### config.mk
export PLATFORM = sky130hd
export DESIGN_NAME = alu_arbiter_flat
export DESIGN_NICKNAME = d
export VERILOG_FILES = /design/src/rtl/alu_pkg.sv /design/src/rtl/alu_arbiter_if.sv /design/src/rtl/alu_arbiter_rr_arbiter2.sv /design/src/rtl/alu_arbiter.sv /design/src/flat_wrapper.sv
export SDC_FILE = /design/constraint.sdc
export NUM_CORES = 1
export LEC_CHECK = 0
export CAP_MARGIN = 5
export CORE_MARGIN = 2
export CORE_UTILIZATION = 42
export CTS_CLUSTER_DIAMETER = 120
export DETAILED_ROUTE_END_ITERATION = 8
export GPL_TIMING_DRIVEN = 0
export PLACE_DENSITY = 0.88
export REMOVE_ABC_BUFFERS = 1
export SETUP_SLACK_MARGIN = 0.1
export SKIP_CTS_REPAIR_TIMING = 1
export SYNTH_ARGS = -nofsm -noshare
export SYNTH_HDL_FRONTEND = slang
export SYNTH_SLANG_ARGS = --single-unit
### constraint.sdc
create_clock -name clk -period 1.9 [get_ports clk]
set_input_delay 0.285 -clock clk [delete_from_list [all_inputs] [get_ports clk]]
set_output_delay 0.285 -clock clk [all_outputs]
set_load 0.01 [all_outputs]
### src/rtl/alu_pkg.sv
// Shared definitions for the ALU arbiter: opcode constants, FSM state
// encoding, operand sign-bit position and an opcode-support helper.
package alu_pkg;

  // ALU opcodes understood by the shared ALU
  localparam logic [2:0] OP_NOP = 3'b000;
  localparam logic [2:0] OP_ADD = 3'b010;
  localparam logic [2:0] OP_SUB = 3'b011;
  localparam logic [2:0] OP_SRL = 3'b110;
  localparam logic [2:0] OP_SLL = 3'b111;

  // Operands and results are 9-bit sign-magnitude; bit 8 carries the sign
  localparam int SIGN_BIT = 8;
  localparam int DATA_W   = SIGN_BIT + 1;

  // Controller states
  typedef enum logic [1:0] {
    ST_IDLE = 2'd0,
    ST_EXEC = 2'd1,
    ST_RESP = 2'd2
  } state_t;

  // True for opcodes that are allowed to reach the ALU
  function automatic logic op_supported(input logic [2:0] op);
    return (op == OP_ADD) || (op == OP_SUB) || (op == OP_SRL) || (op == OP_SLL);
  endfunction

endpackage

### src/rtl/alu_arbiter_if.sv
// Bundle of request, response and ALU-side signals of the ALU arbiter.
// The master modport is the environment (requesters plus the ALU), the
// slave modport is the arbiter itself.
interface alu_arbiter_if;
  import alu_pkg::*;

  // requester 0
  logic              req0_valid;
  logic [2:0]        req0_op;
  logic [DATA_W-1:0] req0_a;
  logic [DATA_W-1:0] req0_b;
  logic              req0_ready;
  // requester 1
  logic              req1_valid;
  logic [2:0]        req1_op;
  logic [DATA_W-1:0] req1_a;
  logic [DATA_W-1:0] req1_b;
  logic              req1_ready;
  // responses (payload shared between both requesters)
  logic              resp0_valid;
  logic              resp0_ready;
  logic              resp1_valid;
  logic              resp1_ready;
  logic [DATA_W-1:0] resp_result;
  logic              resp_err;
  // shared ALU
  logic [2:0]        alu_instruction;
  logic [DATA_W-1:0] alu_a;
  logic [DATA_W-1:0] alu_b;
  logic [DATA_W-1:0] alu_result;
  // status
  logic              busy;

  modport master (
    output req0_valid, req0_op, req0_a, req0_b,
    input  req0_ready,
    output req1_valid, req1_op, req1_a, req1_b,
    input  req1_ready,
    input  resp0_valid, resp1_valid, resp_result, resp_err,
    output resp0_ready, resp1_ready,
    input  alu_instruction, alu_a, alu_b,
    output alu_result,
    input  busy
  );

  modport slave (
    input  req0_valid, req0_op, req0_a, req0_b,
    output req0_ready,
    input  req1_valid, req1_op, req1_a, req1_b,
    output req1_ready,
    output resp0_valid, resp1_valid, resp_result, resp_err,
    input  resp0_ready, resp1_ready,
    output alu_instruction, alu_a, alu_b,
    input  alu_result,
    output busy
  );

endinterface

### src/rtl/alu_arbiter_rr_arbiter2.sv
// Two-way arbiter: request vector in, one-hot grant out.
// With ALU_ARBITER_ROUND_ROBIN_EN defined it alternates between the two
// requesters when both are active (requester 0 wins first after reset);
// otherwise requester 0 always wins and no history is kept.
module rr_arbiter2 (
  input  logic       clk,
  input  logic       reset_n,
  input  logic [1:0] req,
  input  logic       update,
  output logic [1:0] grant
);

`ifdef ALU_ARBITER_ROUND_ROBIN_EN
  // 1 means requester 1 was served most recently
  logic last_served;

  // Favour the requester that was not served last when both ask
  always_comb begin
    grant = req;
    if (req == 2'b11) grant = last_served ? 2'b01 : 2'b10;
  end

  // Remember who was served on each accepted transfer
  always_ff @(posedge clk or negedge reset_n) begin
    if (!reset_n) last_served <= 1'b1;
    else if (update) last_served <= grant[1];
  end
`else
  // Requester 0 always has priority; no state needed
  always_comb begin
    grant = {req[1] & ~req[0], req[0]};
  end

  logic unused_inputs;
  assign unused_inputs = ^{clk, reset_n, update};
`endif

endmodule

### src/rtl/alu_arbiter.sv
// ALU arbiter: shares one external ALU between two requesters.
// A request is accepted in IDLE, its opcode is held on the ALU for
// SETTLE_CYCLES cycles (EXEC) and the ALU result is returned to the owning
// requester (RESP). Unsupported opcodes skip the ALU and return an error.
// Build option: define ALU_ARBITER_ROUND_ROBIN_EN for round-robin
// arbitration; the default build gives requester 0 fixed priority.
module alu_arbiter
  import alu_pkg::*;
#(
  parameter int         SETTLE_CYCLES = 1,       // 1..4
  parameter logic [2:0] NOP_OP        = OP_NOP
) (
  input  logic        clk,
  input  logic        reset_n,
  alu_arbiter_if.slave bus
);

  localparam logic [1:0] CNT_INIT = 2'(SETTLE_CYCLES - 1);

  state_t            state;
  logic [1:0]        grant;
  logic              accept;
  logic              sel;
  logic              owner;
  logic [1:0]        cnt;
  logic [2:0]        instr;
  logic [DATA_W-1:0] opnd_a;
  logic [DATA_W-1:0] opnd_b;
  logic [DATA_W-1:0] result;
  logic              err;
  logic [1:0]        resp_vld;
  logic              owner_ready;

  logic [2:0]        req_op;
  logic [DATA_W-1:0] req_a;
  logic [DATA_W-1:0] req_b;

  // --- request selection ---------------------------------------------------
  rr_arbiter2 u_arb (
    .clk     (clk),
    .reset_n (reset_n),
    .req     ({bus.req1_valid, bus.req0_valid}),
    .update  (accept),
    .grant   (grant)
  );

  // Ready is only offered in IDLE and is forced low while reset is held
  assign bus.req0_ready = reset_n && (state == ST_IDLE) && grant[0];
  assign bus.req1_ready = reset_n && (state == ST_IDLE) && grant[1];
  assign accept         = reset_n && (state == ST_IDLE) && (grant != 2'b00);

  assign sel    = grant[1];
  assign req_op = sel ? bus.req1_op : bus.req0_op;
  assign req_a  = sel ? bus.req1_a  : bus.req0_a;
  assign req_b  = sel ? bus.req1_b  : bus.req0_b;

  assign owner_ready = owner ? bus.resp1_ready : bus.resp0_ready;

  // --- controller ----------------------------------------------------------
  // Single FSM owning every registered output; instr returns to NOP_OP outside
  // EXEC so that consecutive identical opcodes still produce an edge on the ALU
  always_ff @(posedge clk or negedge reset_n) begin
    if (!reset_n) begin
      state    <= ST_IDLE;
      owner    <= 1'b0;
      cnt      <= 2'd0;
      instr    <= NOP_OP;
      opnd_a   <= '0;
      opnd_b   <= '0;
      result   <= '0;
      err      <= 1'b0;
      resp_vld <= 2'b00;
    end else begin
      case (state)
        ST_IDLE: begin
          if (accept) begin
            owner  <= sel;
            opnd_a <= req_a;
            opnd_b <= req_b;
            if (op_supported(req_op)) begin
              state <= ST_EXEC;
              instr <= req_op;
              cnt   <= CNT_INIT;
            end else begin
              // Rejected opcodes never reach the ALU
              state    <= ST_RESP;
              result   <= '0;
              err      <= 1'b1;
              resp_vld <= {sel, ~sel};
            end
          end
        end

        ST_EXEC: begin
          if (cnt == 2'd0) begin
            // Last settle cycle: capture the ALU output and release the ALU
            state    <= ST_RESP;
            instr    <= NOP_OP;
            result   <= bus.alu_result;
            err      <= 1'b0;
            resp_vld <= {owner, ~owner};
          end else begin
            cnt <= cnt - 2'd1;
          end
        end

        ST_RESP: begin
          if (owner_ready) begin
            state    <= ST_IDLE;
            resp_vld <= 2'b00;
            result   <= '0;
            err      <= 1'b0;
            opnd_a   <= '0;
            opnd_b   <= '0;
          end
        end

        default: begin
          state    <= ST_IDLE;
          instr    <= NOP_OP;
          resp_vld <= 2'b00;
        end
      endcase
    end
  end

  // --- outputs ---------------------------------------------------------------
  assign bus.alu_instruction = instr;
  assign bus.alu_a           = opnd_a;
  assign bus.alu_b           = opnd_b;
  assign bus.resp0_valid     = resp_vld[0];
  assign bus.resp1_valid     = resp_vld[1];
  assign bus.resp_result     = result;
  assign bus.resp_err        = err;
  assign bus.busy            = (state != ST_IDLE);

endmodule
### src/flat_wrapper.sv
// flat-port wrapper written by rule: the top's interface ports become plain ports
module alu_arbiter_flat import alu_pkg::*;
#(
  parameter int         SETTLE_CYCLES = 1,              
  parameter logic [2:0] NOP_OP        = OP_NOP
)
  (clk, reset_n, bus_req0_valid, bus_req0_op, bus_req0_a, bus_req0_b, bus_req0_ready, bus_req1_valid, bus_req1_op, bus_req1_a, bus_req1_b, bus_req1_ready, bus_resp0_valid, bus_resp1_valid, bus_resp_result, bus_resp_err, bus_resp0_ready, bus_resp1_ready, bus_alu_instruction, bus_alu_a, bus_alu_b, bus_alu_result, bus_busy);
  alu_arbiter_if bus_i ();
  input  logic clk;
  input  logic reset_n;
  input wire logic [$bits(bus_i.req0_valid)-1:0] bus_req0_valid;
  input wire logic [$bits(bus_i.req0_op)-1:0] bus_req0_op;
  input wire logic [$bits(bus_i.req0_a)-1:0] bus_req0_a;
  input wire logic [$bits(bus_i.req0_b)-1:0] bus_req0_b;
  output wire logic [$bits(bus_i.req0_ready)-1:0] bus_req0_ready;
  input wire logic [$bits(bus_i.req1_valid)-1:0] bus_req1_valid;
  input wire logic [$bits(bus_i.req1_op)-1:0] bus_req1_op;
  input wire logic [$bits(bus_i.req1_a)-1:0] bus_req1_a;
  input wire logic [$bits(bus_i.req1_b)-1:0] bus_req1_b;
  output wire logic [$bits(bus_i.req1_ready)-1:0] bus_req1_ready;
  output wire logic [$bits(bus_i.resp0_valid)-1:0] bus_resp0_valid;
  output wire logic [$bits(bus_i.resp1_valid)-1:0] bus_resp1_valid;
  output wire logic [$bits(bus_i.resp_result)-1:0] bus_resp_result;
  output wire logic [$bits(bus_i.resp_err)-1:0] bus_resp_err;
  input wire logic [$bits(bus_i.resp0_ready)-1:0] bus_resp0_ready;
  input wire logic [$bits(bus_i.resp1_ready)-1:0] bus_resp1_ready;
  output wire logic [$bits(bus_i.alu_instruction)-1:0] bus_alu_instruction;
  output wire logic [$bits(bus_i.alu_a)-1:0] bus_alu_a;
  output wire logic [$bits(bus_i.alu_b)-1:0] bus_alu_b;
  input wire logic [$bits(bus_i.alu_result)-1:0] bus_alu_result;
  output wire logic [$bits(bus_i.busy)-1:0] bus_busy;
  assign bus_i.req0_valid = bus_req0_valid;
  assign bus_i.req0_op = bus_req0_op;
  assign bus_i.req0_a = bus_req0_a;
  assign bus_i.req0_b = bus_req0_b;
  assign bus_req0_ready = bus_i.req0_ready;
  assign bus_i.req1_valid = bus_req1_valid;
  assign bus_i.req1_op = bus_req1_op;
  assign bus_i.req1_a = bus_req1_a;
  assign bus_i.req1_b = bus_req1_b;
  assign bus_req1_ready = bus_i.req1_ready;
  assign bus_resp0_valid = bus_i.resp0_valid;
  assign bus_resp1_valid = bus_i.resp1_valid;
  assign bus_resp_result = bus_i.resp_result;
  assign bus_resp_err = bus_i.resp_err;
  assign bus_i.resp0_ready = bus_resp0_ready;
  assign bus_i.resp1_ready = bus_resp1_ready;
  assign bus_alu_instruction = bus_i.alu_instruction;
  assign bus_alu_a = bus_i.alu_a;
  assign bus_alu_b = bus_i.alu_b;
  assign bus_i.alu_result = bus_alu_result;
  assign bus_busy = bus_i.busy;
  alu_arbiter #(.SETTLE_CYCLES(SETTLE_CYCLES), .NOP_OP(NOP_OP)) u_core (.clk(clk), .reset_n(reset_n), .bus(bus_i));
endmodule
==> flow_metrics.tcl <==
set metrics [dict create \
    worst_ir_drop_vdd_uv 800.2 \
    wl_per_cell_um 17.77 \
    synth_xor_area_share_pct 0 \
    antenna_found_initial 0 \
    ys_seq_area_share_pct 45.00 \
    dieArea_sq_um 5615 \
    synth_cell_types 36 \
    violations "negative setup slack" \
    routed_wl_um 6984 \
    rows 25 \
    path_common_cell "buf_6" \
    dpl.cell_count 355 \
    layout_setup_ws_ps -6.504 \
    via_count 2134 \
    yosys.area_share.simple_pct 10.72 \
    grtUsageTotal_pct 18.68 \
    yosys_warnings 0 \
    p_int_mw 3.323 \
    run_status "complete, but fails checks" \
    powerDensity_nw_per_um2 1522 \
    synthTopCellsByArea "dfrtp_1, mux2i_1, o31ai_1, nand2_1, inv_1" \
    fp.dieW_um 74.94 \
    cp_max_fo 6 \
    grt_pass1_wl_um 8121 \
    numCtsBuffers 5 \
    period_minus_slack_ps 1907 \
    crit_chain "inv_4, buf_6, ha_4, buf_6, buf_6, o211ai_1, buf_4, a22o_4, o31ai_2" \
    maxCapViolCount 0 \
    syn-cell-area_sq_um 2113 \
    worst_path_largest_cell_delay_ps 420 \
    async_flop_share_pct 100.0 \
    clk_latency_ps 290 \
    synth_top_area_share_pct 45.00 \
    seq_power_share_pct 24.0 \
    dpl.hpwl_um 3879 \
    avgSynthCellArea_sq_um 10.26 \
    cts_max_path_buffers 2 \
    htreeDepth 2 \
    core-area_sq_um 4786 \
    startpoint_type "register" \
    tns_ps -6.625 \
    p_leak_nw 1.715 \
    gp_congestion 0.8119 \
    worst_ep_arrival_time_ps 2100 \
    critPathKind "reg -> reg" \
    final_core_util_pct 78.09 \
    tritoncts "yes" \
    drt_iter0_markers 73 \
    cp_top_family "compound AO/OA/AOI/OAI gates" \
    initial_core_util_pct 44.16 \
    path_clk_slew_ps 70 \
    crit_required_ps 2090 \
    yosys.area_share.adder_pct 3.552 \
    hold_path.class "in -> async" \
    rsz0062_at_grt "yes" \
    ant_nets 0 \
    drt-vias-per-instance 5.430 \
    num-nets-final 389 \
    syn_inst 206 \
    cts.sink_count 38 \
    grt_max_degree 37 \
    ioPinCount 93 \
    cp-end-kind "register" \
    grt_pass1_vias 1814 \
    synth_top_area_cell "dfrtp_1" \
    drc 0 \
    finalNonFillerCells 393 \
    max_freq_ghz 0.5245 \
    synth_top_family_by_area "compound AO/OA/AOI/OAI gates" \
    cts_root_buffer "clkbuf_8" \
    power_frac_comb_pct 66.7 \
    ys_seq_elements 38 \
    synthToLayoutAreaGrowth_pct 76.85 \
    p_switching_mw 2.366 \
    port_buffers 92 \
    worstMarginPinSlew_ps 625.6 \
    drt_first_pass_iters 4 \
    overflow 0 \
    ys_top_cells_by_count "dfrtp_1, nand2_1, mux2i_1" \
    synthMuxAreaShare_pct 15.87 \
    setup_viol 2 \
    dieHeight_um 74.94 \
    yosysMostFrequentCell "dfrtp_1" \
    synth_top_flop_cell "dfrtp_1" \
    synth_compound_area_share_pct 17.35 \
    clock_power_share_pct 9.2 \
    cp_slowest_cell "dfrtp_1" \
    fin_skew_ps 3.510 \
    crit_buf_inv 5 \
    relSlewSlack_pct 58.16 \
    finalHoldViolations 0 \
    slew_violations 0 \
    synth_edf_count 0 \
    drive_gt1_share_pct 28.53 \
    fin_crit_sh_pct 100.3 \
    sw_frac_of_total_pct 41.59 \
    n_antenna_cell 0 \
]
[state kept, by name, indices dropped and copies added (netlist names)]
| name | cells |
|---|---|
| u_core.cnt | 2 |
| u_core.bus.alu_b | 9 |
| u_core.bus.resp_result | 9 |
| u_core.resp_vld | 2 |
| u_core.bus.alu_instruction | 3 |
| u_core.bus.alu_a | 9 |
| u_core.bus.resp_err | 1 |
| u_core.owner | 1 |
| u_core.state | 2 |
[final timing paths]
kind / startpoint / endpoint / slack (ps) / cells after the start
max: u_core.state[0]$_DFFE_PN0P_ / u_core.bus.alu_a[1]$_DFFE_PN0P_ / -7 / 9
min: reset_n / u_core.bus.resp_result[2]$_DFFE_PN0P_ / 50 / 2
max reg2reg: u_core.state[0]$_DFFE_PN0P_ / u_core.bus.alu_a[1]$_DFFE_PN0P_ / -7 / 9
min reg2reg: u_core.cnt[0]$_DFFE_PN0P_ / u_core.cnt[0]$_DFFE_PN0P_ / 490 / 1
max in group asynchronous: reset_n / u_core.bus.alu_b[5]$_DFFE_PN0P_ / 790 / 2
min in group clk: u_core.cnt[0]$_DFFE_PN0P_ / u_core.cnt[0]$_DFFE_PN0P_ / 490 / 1
[worst register-to-register path, stage by stage (launching register included)]
cell and delay, ps:
dfrtp_1 420, inv_4 90, buf_6 100, ha_4 160
buf_6 110, buf_6 90, o211ai_1 140, buf_4 220
a22o_4 270, o31ai_2 220
[stage by stage]
| step | cell area (sq um) | hold WS (ps) | setup WS (ps) | power (mW) |
|---|---|---|---|---|
| 2_1_floorplan | 2033 | -10.59 | -193.7 | 2.624 |
| 3_3_place_gp | 3038 | 459.4 | -1674 | 3.608 |
| 3_5_place_dp | 3068 | 237.3 | -848.4 | 3.689 |
| 4_1_cts | 3144 | -68.44 | -860.4 | 4.204 |
| 5_1_grt | 3737 | 67.43 | -51.94 | 5.973 |
| 6_report | 3737 | 52.73 | -6.504 | 5.689 |
[metal layers]
layer	GRT usage [%]	routed length (um)	share of wire [%]
met5	0	0	0
met4	6.944	165	2.4
met3	5.489	544	7.8
met2	31.77	3600	52
met1	22.37	2673	38
[final cells by class]
type	instances	area, sq um
multi-input cells	141	1380
flip-flops and latches	38	952.2
fillers	301	1049
repair buffers	119	1161
inverters	21	83.83
clock buffers	7	76.32
well taps	67	83.83
[power groups by stage]
stage                     logic, mW  registers (mW)  clock network (mW)
after floorplan                1.19            1.44                   0
after global placement         2.30            1.31                   0
after detailed placement       2.37            1.32                   0
after CTS                      2.37            1.31               0.523
after global routing           4.01            1.40               0.563
final                          3.80            1.37               0.524
[placed cells by master, fill, tap and decap left out, types with 2 or more instances in the layout]
cell | netlist | final
nor2_1 | 2 | 2
o31ai_1 | 19 | 6
nand2_1 | 34 | 19
nand2_2 | 0 | 11
buf_6 | 4 | 4
buf_4 | 0 | 20
mux2_4 | 0 | 2
ha_1 | 6 | 3
clkdlybuf4s50_1 | 0 | 86
clkbuf_8 | 0 | 5
a22o_4 | 0 | 8
ha_4 | 0 | 3
nand2b_2 | 0 | 2
dlymetal6s2s_1 | 0 | 4
a211oi_4 | 2 | 3
nand2_4 | 0 | 4
dfrtp_1 | 38 | 37
inv_1 | 21 | 18
inv_4 | 0 | 2
a21oi_1 | 4 | 4
mux2_2 | 4 | 2
o21ai_0 | 7 | 7
and3_1 | 2 | 2
o31ai_2 | 0 | 8
o31ai_4 | 0 | 5
mux2i_1 | 29 | 28
and2_1 | 3 | 3
clkbuf_1 | 3 | 2
[cells by family (layout without fill, tap and decap cells)]
logic type,Yosys count,in the layout
buffers and inverters,33,147
AO/OA/AOI/OAI,46,52
multiplexers,33,33
adder cells (fa/ha/maj),6,6
flip-flops,38,38
AND/OR/NAND/NOR,50,50
No activity file was read; power rests on OpenSTA's default activity.
